**config.mk**
```make
export PLATFORM = sky130hd
export DESIGN_NAME = uart_rx_byte
export DESIGN_NICKNAME = d
export VERILOG_FILES = /design/src/rtl/uart_rx_byte.sv
export SDC_FILE = /design/constraint.sdc
export NUM_CORES = 1
export LEC_CHECK = 0
export BUFFER_PORTS_ARGS = -buffer_cell sky130_fd_sc_hd__buf_2
export CAP_MARGIN = 15
export CORE_UTILIZATION = 45
export CTS_BUF_LIST = sky130_fd_sc_hd__clkbuf_16
export DETAILED_ROUTE_END_ITERATION = 10
export PLACE_DENSITY = 0.65
export SETUP_SLACK_MARGIN = 0.05
export SLEW_MARGIN = 20
export SYNTH_ARGS = -nofsm -noshare
export SYNTH_HDL_FRONTEND = slang
export SYNTH_SLANG_ARGS = --single-unit
export TNS_END_PERCENT = 1
```
**constraint.sdc**
```tcl
create_clock -name clk -period 3.5 [get_ports clk]
set_input_delay 0.875 -clock clk [delete_from_list [all_inputs] [get_ports clk]]
set_output_delay 0.875 -clock clk [all_outputs]
set_load 0.03 [all_outputs]
```
**src/rtl/uart_rx_byte.sv**
```systemverilog
// uart_rx_byte: 8N1 UART receiver with 16x oversampling and an internal baud-tick divider.
// It turns the asynchronous rx line into parallel bytes for the host-interface receive stage.
//
// Ports:
//   clk        in   system clock, rising edge
//   reset      in   asynchronous, active-high reset
//   rx         in   serial line, idle high (asynchronous to clk)
//   rx_data    out  last received byte, held until the next rx_done
//   rx_done    out  one-clock strobe when rx_data/frame_err are updated
//   frame_err  out  stop bit sampled low for the frame just delivered
//   parity_err out  (UART_RX_PARITY_EN only) even-parity mismatch for the frame just delivered
//   busy       out  high whenever the receiver is not idle
//
// Build option: define UART_RX_PARITY_EN to add an even-parity bit between data and stop.

module uart_rx_byte #(
    parameter int unsigned CLK_FREQ = 50_000_000,
    parameter int unsigned BAUD     = 19_200,
    parameter int unsigned DBIT     = 8,
    parameter int unsigned OVS      = 16
) (
    input  logic            clk,
    input  logic            reset,
    input  logic            rx,
    output logic [DBIT-1:0] rx_data,
    output logic            rx_done,
    output logic            frame_err,
`ifdef UART_RX_PARITY_EN
    output logic            parity_err,
`endif
    output logic            busy
);

    localparam int unsigned DIV_RAW = CLK_FREQ / (BAUD * OVS);
    localparam int unsigned DIV     = (DIV_RAW < 1) ? 1 : DIV_RAW;
    localparam int unsigned DIV_W   = (DIV > 1) ? $clog2(DIV) : 1;
    localparam int unsigned N_W     = (DBIT > 1) ? $clog2(DBIT) : 1;

    localparam logic [DIV_W-1:0] DIV_LAST = DIV_W'(DIV - 1);
    localparam logic [3:0]       S_MID    = 4'(OVS / 2 - 1);
    localparam logic [3:0]       S_LAST   = 4'(OVS - 1);
    localparam logic [N_W-1:0]   N_LAST   = N_W'(DBIT - 1);

    typedef enum logic [2:0] {
        ST_IDLE,
        ST_START,
        ST_DATA,
`ifdef UART_RX_PARITY_EN
        ST_PARITY,
`endif
        ST_STOP,
        ST_WAIT_HI
    } state_e;

    state_e            state_q, state_d;
    logic [1:0]        sync_q;
    logic              rx_s;
    logic [DIV_W-1:0]  div_cnt_q, div_cnt_d;
    logic              tick;
    logic [3:0]        s_cnt_q, s_cnt_d;
    logic [N_W-1:0]    n_q, n_d;
    logic [DBIT-1:0]   shreg_q, shreg_d;
    logic [DBIT-1:0]   rx_data_q, rx_data_d;
    logic              rx_done_q, rx_done_d;
    logic              frame_err_q, frame_err_d;
    logic              busy_q, busy_d;
`ifdef UART_RX_PARITY_EN
    logic              par_q, par_d;
    logic              parity_err_q, parity_err_d;
`endif

    // Two-flop synchronizer; the FSM only ever looks at rx_s.
    assign rx_s = sync_q[1];

    // Free-running oversample tick, one clk wide every DIV clocks.
    assign tick      = (div_cnt_q == DIV_LAST);
    assign div_cnt_d = tick ? '0 : div_cnt_q + DIV_W'(1);

    // State register.
    always_ff @(posedge clk or posedge reset) begin
        if (reset) state_q <= ST_IDLE;
        else       state_q <= state_d;
    end

    // Next-state and datapath counters.
    always_comb begin
        state_d = state_q;
        s_cnt_d = s_cnt_q;
        n_d     = n_q;
        shreg_d = shreg_q;
`ifdef UART_RX_PARITY_EN
        par_d   = par_q;
`endif
        case (state_q)
            ST_IDLE: begin
                if (!rx_s) begin
                    state_d = ST_START;
                    s_cnt_d = '0;
                end
            end
            ST_START: begin
                if (tick) begin
                    if (s_cnt_q == S_MID) begin
                        // Still low at mid start bit: real frame, otherwise a glitch.
                        if (!rx_s) begin
                            state_d = ST_DATA;
                            s_cnt_d = '0;
                            n_d     = '0;
                        end else begin
                            state_d = ST_IDLE;
                        end
                    end else begin
                        s_cnt_d = s_cnt_q + 4'd1;
                    end
                end
            end
            ST_DATA: begin
                if (tick) begin
                    if (s_cnt_q == S_LAST) begin
                        shreg_d = {rx_s, shreg_q[DBIT-1:1]};
                        s_cnt_d = '0;
                        if (n_q == N_LAST) begin
`ifdef UART_RX_PARITY_EN
                            state_d = ST_PARITY;
`else
                            state_d = ST_STOP;
`endif
                        end else begin
                            n_d = n_q + N_W'(1);
                        end
                    end else begin
                        s_cnt_d = s_cnt_q + 4'd1;
                    end
                end
            end
`ifdef UART_RX_PARITY_EN
            ST_PARITY: begin
                if (tick) begin
                    if (s_cnt_q == S_LAST) begin
                        par_d   = rx_s;
                        s_cnt_d = '0;
                        state_d = ST_STOP;
                    end else begin
                        s_cnt_d = s_cnt_q + 4'd1;
                    end
                end
            end
`endif
            ST_STOP: begin
                if (tick) begin
                    if (s_cnt_q == S_LAST) begin
                        s_cnt_d = '0;
                        // A low stop bit may be a break; wait for the line to recover.
                        state_d = rx_s ? ST_IDLE : ST_WAIT_HI;
                    end else begin
                        s_cnt_d = s_cnt_q + 4'd1;
                    end
                end
            end
            ST_WAIT_HI: begin
                if (rx_s) state_d = ST_IDLE;
            end
            default: state_d = ST_IDLE;
        endcase
    end

    // Output values, registered below; the byte is delivered even on a framing error.
    always_comb begin
        rx_done_d    = 1'b0;
        rx_data_d    = rx_data_q;
        frame_err_d  = frame_err_q;
`ifdef UART_RX_PARITY_EN
        parity_err_d = parity_err_q;
`endif
        busy_d       = (state_d != ST_IDLE);
        if (state_q == ST_STOP && tick && s_cnt_q == S_LAST) begin
            rx_done_d    = 1'b1;
            rx_data_d    = shreg_q;
            frame_err_d  = ~rx_s;
`ifdef UART_RX_PARITY_EN
            parity_err_d = ^{shreg_q, par_q};
`endif
        end
    end

    // Synchronizer, divider, datapath and output registers.
    always_ff @(posedge clk or posedge reset) begin
        if (reset) begin
            sync_q       <= 2'b11;
            div_cnt_q    <= '0;
            s_cnt_q      <= '0;
            n_q          <= '0;
            shreg_q      <= '0;
            rx_data_q    <= '0;
            rx_done_q    <= 1'b0;
            frame_err_q  <= 1'b0;
            busy_q       <= 1'b0;
`ifdef UART_RX_PARITY_EN
            par_q        <= 1'b0;
            parity_err_q <= 1'b0;
`endif
        end else begin
            sync_q       <= {sync_q[0], rx};
            div_cnt_q    <= div_cnt_d;
            s_cnt_q      <= s_cnt_d;
            n_q          <= n_d;
            shreg_q      <= shreg_d;
            rx_data_q    <= rx_data_d;
            rx_done_q    <= rx_done_d;
            frame_err_q  <= frame_err_d;
            busy_q       <= busy_d;
`ifdef UART_RX_PARITY_EN
            par_q        <= par_d;
            parity_err_q <= parity_err_d;
`endif
        end
    end

    assign rx_data    = rx_data_q;
    assign rx_done    = rx_done_q;
    assign frame_err  = frame_err_q;
    assign busy       = busy_q;
`ifdef UART_RX_PARITY_EN
    assign parity_err = parity_err_q;
`endif

endmodule
```
==> results_dict.tcl <==
set metrics [dict create \
    clkTransAtPathRegs_ps 50 \
    wl_um 3170 \
    numPortBuffers 13 \
    syn_avg_cell_area_um2 12.6 \
    place.detailed.hpwl_um 2230 \
    hold_violations 0 \
    crit_fanout 10 \
    p_per_area_nw_per_um2 416 \
    fillers 353 \
    layout_commonest_cell "dfrtp_1" \
    utilization_pct 53.2 \
    post_cts_resized 0 \
    crit_chain "or4b_4 -> nor4_4 -> mux2_1" \
    post_cts_buffers 0 \
    drc 0 \
    cp.required_ps 3660 \
    outcome "completed" \
    clk_latency_ps 280 \
    coreArea_um2 4000 \
    fin_tns_setup_ps 0 \
    peakVddDrop_uv 266 \
    overflow 0 \
    rr_worst_depth 3 \
    cts_buffers 5 \
    critical_path.slowest_cell "nor4_4" \
    synthFlopType "dfrtp_1" \
    setup_viol 0 \
    finalCritPeriodShare_pct 66.5 \
    clockRootBuffer "clkbuf_16" \
    async_flop_share_pct 100 \
    cp-start-kind "flop" \
    htree_levels 2 \
    gp_congestion 0.804 \
    grt_pass1_vias 1212 \
    mostFrequentLayoutCells "37 x dfrtp_1, 15 x mux2_4, 13 x buf_2" \
    slew_viol_final 0 \
    fmax_ghz 0.430 \
    relSlewSlack_pct 43.3 \
    timing.final.crit_period_ps 2330 \
    synth_seq_cells 39 \
    yosysSeqAreaShare_pct 52.3 \
    ios 14 \
    clk_path_buf_depth 2 \
    die_h_um 66.5 \
    rsz0062_at_grt "no" \
    grt_pass1_wl_um 5580 \
    tightest_slew_ps 844 \
    fin_area_um2 2130 \
    synth_edf_count 0 \
    ant_nets 0 \
    yosysUniqueCellTypes 46 \
    max_cap_viol_count 0 \
    wl_per_cell_um 14.5 \
    syn2layout_area_growth_pct 13.8 \
    crit_path_end_kind "flop" \
    grt_max_degree 40 \
    multi_input_area_um2 848 \
    rows 23 \
    dieArea_um2 4420 \
    initial_core_util_pct 46.8 \
    placed_area_um2 2000 \
    antenna_cells 0 \
    vias_per_cell 5.38 \
    holdBufCountCts 0 \
    power.leakage_nw 1.04 \
    drive_above_1_share_pct 26.2 \
    first_pass_iters 4 \
    cts_sinks 39 \
    r2r-end "rx_data[7]" \
    yosys_warnings 0 \
    cts_tree "yes" \
    num-nets-final 176 \
    via_count 1172 \
    hold_path_end "sync_q[1]" \
    reg2reg_from "div_cnt_q[3]" \
    grt_use_total_pct 17.5 \
    rrSetupSlack_ps 1170 \
    min_path_type "flop to flop" \
    drtIter0Drc 43 \
    fin_skew_ps 2.38 \
    netlist_area_um2 1870 \
    critPathMaxStageDelay_ps 790 \
    die_w_um 66.5 \
    crit_type "flop to flop" \
    min_path_cells 0 \
    cp.arrival_ps 2490 \
    synth_nets 157 \
    ff_latch_area_um2 978 \
    synthCells 149 \
    min_from "sync_q[0]" \
    antenna_found_initial 0 \
]
-- cells by family (layout without fill, tap and decap cells) --
logic type | Yosys count | in the layout | synth area share [%]
xor gates and xnor gates | 7 | 7 | 3.28
adders and majority gates | 5 | 5 | 3.34
buffers and inverters | 10 | 29 | 2.41
DFF | 39 | 39 | 52.3
and+or+nand+nor | 48 | 48 | 16.6
muxes | 20 | 20 | 14.8
AOI/OAI and AO/OA | 20 | 20 | 7.29
-- sequential cells by signal (all words and copies together), names as in the netlist --
name,count
busy,1
div_cnt_q,8
frame_err,1
n_q,3
rx_data,8
rx_done,1
s_cnt_q,4
shreg_q,8
state_q,3
sync_q,2
-- metal layers --
layer / global-route usage [%] / share of wire (%) / up-vias
met4: 7.98 / 1.8 / 0
li1: - / - / 566
met3: 5.82 / 3.8 / 6
met2: 30.2 / 50 / 20
met1: 19.3 / 44 / 580
met5: 0 / 0 / -
-- where the power goes --
group          switching [mW]  internal [mW]
clock                   0.165          0.256
sequential            0.00107          0.453
combinational         0.00952        0.00241
-- synth_stat cells, drive strengths merged (2+ instances only) --
| master | number | area (um2) |
|---|---|---|
| nand3b | 3 | 22.5 |
| xnor2 | 5 | 43.8 |
| and3b | 2 | 17.5 |
| nand3 | 6 | 30.0 |
| nand4 | 2 | 12.5 |
| inv | 7 | 26.3 |
| dfrtp | 37 | 926 |
| o21ai | 8 | 40.0 |
| mux2i | 3 | 30.0 |
| xor2 | 2 | 17.5 |
| nand2 | 11 | 43.8 |
| mux2 | 17 | 248 |
| clkbuf | 2 | 7.51 |
| nor2b | 2 | 12.5 |
| nor2 | 10 | 45.0 |
| nor4 | 2 | 27.5 |
| nor3 | 2 | 21.3 |
| dfstp | 2 | 52.6 |
| ha | 5 | 62.6 |
-- worst max-delay path: cells and delay by family (launching register included) --
kind             cells  cell delay, ps
AND/OR/NAND/NOR      2            1390
multiplexers         1             380
flip-flops           1             440
-- worst max path at each step --
| stage | startpoint | endpoint | slack [ps] | cells after the start |
|---|---|---|---|---|
| after global routing | div_cnt_q[3] | rx_data[7] | 1030 | 3 |
| after detailed placement | div_cnt_q[3] | rx_data[7] | 1160 | 3 |
| after floorplan | div_cnt_q[3] | rx_data[0] | 1540 | 4 |
| after global placement | div_cnt_q[3] | rx_data[7] | 1220 | 3 |
| final | div_cnt_q[3] | rx_data[7] | 1170 | 3 |
| after CTS | div_cnt_q[3] | rx_data[7] | 1160 | 3 |
-- stage by stage --
stage / setup WS (ps) / hold WS, ps / instances / power, mW
after floorplan: 1540 / 345 / 149 / 0.470
after global placement: 1220 / 347 / 211 / 0.475
after detailed placement: 1160 / 354 / 211 / 0.475
after CTS: 1160 / 363 / 218 / 0.903
after global routing: 1030 / 365 / 218 / 0.925
final: 1170 / 360 / 218 / 0.887
-- cell type report --
| cell class | instances | share of cell area, % |
|---|---|---|
| clock buffer | 5 | 5.88 |
| clock inverter | 2 | 0.411 |
| inverter | 7 | 1.23 |
| multi-input combinational | 100 | 39.8 |
| sequential | 39 | 45.9 |
| tap | 50 | 2.94 |
| timing repair buffer | 15 | 3.76 |
Note: power is estimated with default switching activity, not from simulation.
